File: config.mk
export PLATFORM = sky130hd
export DESIGN_NAME = display_mode_controller
export DESIGN_NICKNAME = d
export VERILOG_FILES = /design/src/rtl/display_mode_controller.sv
export SDC_FILE = /design/constraint.sdc
export NUM_CORES = 1
export LEC_CHECK = 0
export ABC_CLOCK_PERIOD_IN_PS = 2700
export CORE_MARGIN = 3
export CORE_UTILIZATION = 55
export DETAILED_ROUTE_END_ITERATION = 6
export PLACE_DENSITY = 0.7
export SLEW_MARGIN = 30
export SYNTH_ARGS = -nofsm -noshare
export SYNTH_HDL_FRONTEND = slang
export SYNTH_SLANG_ARGS = --single-unit
File: constraint.sdc
create_clock -name clk -period 2.7 [get_ports clk]
set_clock_uncertainty 0.15 [all_clocks]
set_input_delay 0.27 -clock clk [delete_from_list [all_inputs] [get_ports clk]]
set_output_delay 0.27 -clock clk [all_outputs]
set_load 0.01 [all_outputs]
File: src/rtl/display_mode_controller.sv
// Push-button mode sequencer for the 7-segment source mux: synchronizer, debounce, short/long press, mode FSM.
// Optional auto-return to clock view enabled by defining DISPLAY_MODE_TIMEOUT_EN.
module display_mode_controller #(
  parameter int DEBOUNCE_CYCLES   = 250000,
  parameter int LONG_PRESS_CYCLES = 100000000,
  parameter int TIMEOUT_SECONDS   = 10
) (
  input  logic       clk,
  input  logic       reset,
  input  logic       key_n,
  input  logic       tick_1hz,
  input  logic       sw_running,
  output logic [2:0] select,
  output logic       mode_changed
);

  localparam int DW = $clog2(DEBOUNCE_CYCLES + 1);
  localparam int LW = $clog2(LONG_PRESS_CYCLES + 1);

  typedef enum logic [1:0] {
    MODE_CLOCK = 2'd0,
    MODE_SEC   = 2'd1,
    MODE_SW    = 2'd2,
    MODE_OFF   = 2'd3
  } mode_e;

  mode_e          state, state_next;
  logic           key_meta, key_sync;
  logic           stable_n, stable_d;
  logic [DW-1:0]  deb_cnt;
  logic [LW-1:0]  hold_cnt;
  logic           long_flag;
  logic           pressed, key_edge, short_evt, long_evt, timeout_evt;

  // NOTE: sequential state uses non-blocking assignments so every flop samples pre-edge values.
  always_ff @(posedge clk or posedge reset) begin
    if (reset) begin
      key_meta <= 1'b1;
      key_sync <= 1'b1;
      stable_n <= 1'b1;
      stable_d <= 1'b1;
      deb_cnt  <= '0;
    end else begin
      key_meta <= key_n;
      key_sync <= key_meta;
      stable_d <= stable_n;
      if (key_sync == stable_n) begin
        deb_cnt <= '0;
      end else if (deb_cnt == DW'(DEBOUNCE_CYCLES - 1)) begin
        // DEBOUNCE_CYCLES consecutive differing cycles accept the new level.
        stable_n <= key_sync;
        deb_cnt  <= '0;
      end else begin
        deb_cnt <= deb_cnt + 1'b1;
      end
    end
  end

  assign pressed  = ~stable_n;
  assign key_edge = stable_n != stable_d;

  always_ff @(posedge clk or posedge reset) begin
    if (reset) begin
      hold_cnt  <= '0;
      long_flag <= 1'b0;
    end else if (!pressed) begin
      hold_cnt  <= '0;
      long_flag <= 1'b0;
    end else begin
      if (hold_cnt != LW'(LONG_PRESS_CYCLES)) hold_cnt <= hold_cnt + 1'b1;
      if (long_evt) long_flag <= 1'b1;
    end
  end

  // long_flag is still set in the release-edge cycle, which suppresses the short event after a long press.
  assign long_evt  = pressed && (hold_cnt == LW'(LONG_PRESS_CYCLES)) && !long_flag;
  assign short_evt = stable_n && !stable_d && !long_flag;

`ifdef DISPLAY_MODE_TIMEOUT_EN
  localparam int TW = $clog2(TIMEOUT_SECONDS + 1);

  logic [TW-1:0] to_cnt;
  logic          to_active;

  assign to_active   = (state == MODE_SEC) || ((state == MODE_SW) && !sw_running);
  assign timeout_evt = to_active && tick_1hz && (to_cnt == TW'(TIMEOUT_SECONDS - 1));

  always_ff @(posedge clk or posedge reset) begin
    if (reset) begin
      to_cnt <= '0;
    end else if ((state_next != state) || key_edge || !to_active) begin
      to_cnt <= '0;
    end else if (tick_1hz) begin
      to_cnt <= timeout_evt ? '0 : to_cnt + 1'b1;
    end
  end
`else
  logic unused_timeout_inputs;
  assign unused_timeout_inputs = ^{tick_1hz, sw_running, key_edge};
  assign timeout_evt           = 1'b0;
`endif

  // NOTE: state_next gets its default first so no path through the case infers a latch.
  always_comb begin
    state_next = state;
    unique case (state)
      MODE_CLOCK: begin
        if (short_evt)     state_next = MODE_SEC;
        else if (long_evt) state_next = MODE_OFF;
      end
      MODE_SEC: begin
        if (short_evt)        state_next = MODE_SW;
        else if (long_evt)    state_next = MODE_OFF;
        else if (timeout_evt) state_next = MODE_CLOCK;
      end
      MODE_SW: begin
        if (short_evt)        state_next = MODE_CLOCK;
        else if (long_evt)    state_next = MODE_OFF;
        else if (timeout_evt) state_next = MODE_CLOCK;
      end
      MODE_OFF: begin
        if (short_evt || long_evt) state_next = MODE_CLOCK;
      end
      default: state_next = MODE_CLOCK;
    endcase
  end

  always_ff @(posedge clk or posedge reset) begin
    if (reset) begin
      state        <= MODE_CLOCK;
      mode_changed <= 1'b0;
    end else begin
      state        <= state_next;
      mode_changed <= state_next != state;
    end
  end

  assign select = {1'b0, state};

endmodule

==> results list <==
- The run finished with clean final reports.
- Area after DPL: roughly 2700 um^2
- Post-cts hold buffer count: 0
- Starting density of the core: 58.5%
* Placer congestion estimate: between 0.7 and 0.8
- Cell area after layout: approximately 2800 um^2
* Transition time of the tightest slew-check pin: between 0.5 and 0.6 ns
- TritonCTS Buffers: 5
- The top cell types in the final layout, fill and taps aside, are 49 x nor2_1, 49 x dfrtp_1, 25 x xor2_1.
- Post-layout min period: about 2.2 ns
* WL met2: roughly 2.3 mm
* Crit Path Max Fanout: 11
- Setup total negative slack on the finished layout was measured at 0 ns.
* Quantity of gates resized following cts: 0
- The hold violation count in the final report is 0.
- Routed wirelength normalized by instance count: around 13 um
* Max-slew violation total from the final report: 0
* Met3 wire length: 115 um
- Leak pwr: about 1.2 nW
* First drt pass iteration count: 5
- Clock-pin slew was measured on the worst setup and hold paths at roughly 0.090 ns.
- For this run, the slowest stage of the critical path takes ~0.62 ns.
- Routed signal wires occupy layers up through met4.
- Post-synthesis cell count: 266
- For this run, the top clock speed supported by timing is roughly 450 MHz.
- HPWL reported at the end of detailed placement: slightly above 3 mm
- GRT Residual Overflow: 0
* Proportion of synthesized chip area in sequential cells: around half
- After the first detailed-routing iteration, the DRC count stood at between 100 and 150.
- Post-route worst setup slack: approximately 0.50 ns
- Vias per inst: approximately 5.7
* Highest ir drop seen on vdd: about 0.36 mV
* GRT Resource Usage Total: about 19%
- Average size of a mapped cell: a little under 10 um^2
- Wire length of the first global-routing pass: 8.05 mm
* Clock insertion delay at the later pin of the skew report: approximately 0.30 ns
- Final critical-path share of the clock period: between 80% and 90%
- Post-detailed-route DRC marker count: 0
- Counting both buffers and inverters, the worst setup path holds a total of 1.
* Largest net degree at the start of global routing: 36
* Worst Setup Path Type: flip-flop to flip-flop
- The number of antenna diodes in the final layout is 0.
- Reg2reg setup slack: 0.50 ns
* Final number of setup-violating endpoints: 0
* Clock tree buffer depth: 2
- Syn nets: 274
- In this run the tightest slew margin relative to its limit is between 60% and 70%.
* Most flops, register: hold_cnt
- In this run, synthesis inferred 0 flip-flops with an integrated enable.
- CTS tree: yes
- Number of clock sinks: 53
* Total Nets Final: approximately 280
- Hold timing on the final database bottoms out at a slack of roughly 0.076 ns.
- Number of H-tree levels: 2
- The netlist uses 39 different library cells.
- Number of post-CTS setup repair buffers: 0
* Category of the worst setup path launch point: flip-flop
- The signal on the critical path passes through ha_1, inv_1, or4_4, nor4_1, xnor2_1, nor2_1.
- The most used flip-flop cell after synthesis is dfrtp_1.
- Number of antenna violations at the first check in global routing: 0
* Number of synthesized register bits: 53
* Number of global-route vias before repair: 1858
* Reported max-cap violation count: 0
- Largest delay share family, worst path: simple AND/OR/NAND/NOR gates
- For this run, the number of Yosys warnings is 0.
- Row generation in the floorplan step produced 24 rows.
* Via Count: 1875
- Total Routed Length: about 4.4 mm
- Proportion of layout cells with a drive suffix above 1: roughly 8.7%
- RSZ-0062 raised after global routing: no
- CP arrival: between 2 and 2.5 ns
- Netlist area before placement: 2600 um^2
- The die is ~75 um wide.
- On the critical path, the stage with the largest delay is an instance of or4_4.
- Largest registers in the final layout: hold_cnt (27), deb_cnt (18), state (2)
- Async SR Flop Fraction: between 90% and 100%
* Pwr Density: 466 nW/um^2
* Synth-to-Final Area Change: 7.80%
- After detailed routing, the wire length on met1 is between 1.5 and 2 mm.
- The path class of the tightest hold or removal check is input port to asynchronous set/reset pin.
* Required time worst endpoint: about 2.7 ns
- Quantity of I/O buffers inserted on ports: 5
* Total design power: around 0.0013 W
- Core Footprint: between 4000 and 5000 um^2
* Die area: 5590 um^2
* Die extent in y: 74.8 um
- The detail route stage leaves a number of antenna-violating nets equal to 0.
* Flip-flop count of the largest register after layout: 27
- In this run the count of I/O pins placed on the die edge is 9.
- Worst-case setup slack after placement: 0.499 ns
- The layout has between 300 and 400 filler cells.
- STA classifies the critical path endpoint as a flip-flop.
* Clock Root Buffer: clkbuf_8
==> worst register-to-register path, delay by kind of cell (launching register included) <==
| family | cells | cell delay [ns] |
|---|---|---|
| simple gates | 3 | 1.01 |
| fa+ha+maj | 1 | 0.25 |
| xor+xnor | 1 | 0.16 |
| buf+inv | 1 | 0.09 |
| flops | 1 | 0.42 |
==> report_power, final <==
part / switching (W) / internal [W] / total [W] / leakage [nW]
Clock: 0.000237 / 0.000232 / 0.000469 / 0.0542
Combinational: 0.0000236 / 0.00000930 / 0.0000329 / 0.449
Sequential: 0.00000322 / 0.000799 / 0.000803 / 0.709
==> cells in the mapped netlist, types with 4 or more instances <==
library cell  number  area (um^2)
nand3_1            9         45.0
or3_1              5         31.3
o21ai_0            6         30.0
nor3_1             6         30.0
a21oi_1            7         35.0
xor2_1            25          219
nor4_1             5         31.3
dfrtp_1           49         1230
dfstp_2            4          105
and3_1             4         25.0
and4_1             4         35.0
nand4_1           14         87.6
nor2_1            49          184
xnor2_1           13          114
nand2b_1           5         31.3
inv_1              8         30.0
nand2_1           22         82.6
==> cell type report <==
| class | count | area, um^2 | share of cell area, % |
|---|---|---|---|
| Sequential cell | 53 | 1330 | 47.5 |
| Inverter | 8 | 30.0 | 1.07 |
| Timing Repair Buffer | 11 | 95.1 | 3.39 |
| Clock buffer | 7 | 96.3 | 3.44 |
| Clock inverter | 1 | 5.00 | 0.179 |
| Tap cell | 52 | 65.1 | 2.32 |
| Multi-Input combinational cell | 196 | 1180 | 42.1 |
==> cells by family (layout without fill, tap and decap cells) <==
group / after synthesis / count (layout) / synth area share (%)
buf+inv: 17 / 27 / 3.42
other cells: 1 / 1 / 0.144
mux: 2 / 2 / 0.818
fa+ha+maj: 3 / 3 / 1.44
compound gates: 17 / 17 / 3.66
xor+xnor: 38 / 38 / 12.8
simple gates: 135 / 135 / 26.5
flops: 53 / 53 / 51.2
==> final timing paths <==
path,from,end,depth (start not counted)
worst min register to register,key_meta,key_sync,0
min in group clk,key_meta,key_sync,0
worst max-delay path,hold_cnt[1],hold_cnt[26],6
worst max register to register,hold_cnt[1],hold_cnt[26],6
max in group asynchronous,reset,hold_cnt[15],3
worst min-delay path,reset,deb_cnt[8],2
==> metrics by stage <==
step / instances / util [%]
after floorplan: 266 / -
after global placement: 320 / 60.8
after detailed placement: 320 / 60.8
after CTS: 328 / 63.1
after global routing: 328 / 63.1
final: 328 / 63.1
==> layer usage <==
layer,vias to the layer above,track usage (%)
met5,-,0
met4,0,3.56
met3,2,4.81
met2,22,33.3
met1,929,22.8
li1,922,-
(Power assumes the default switching activity.)
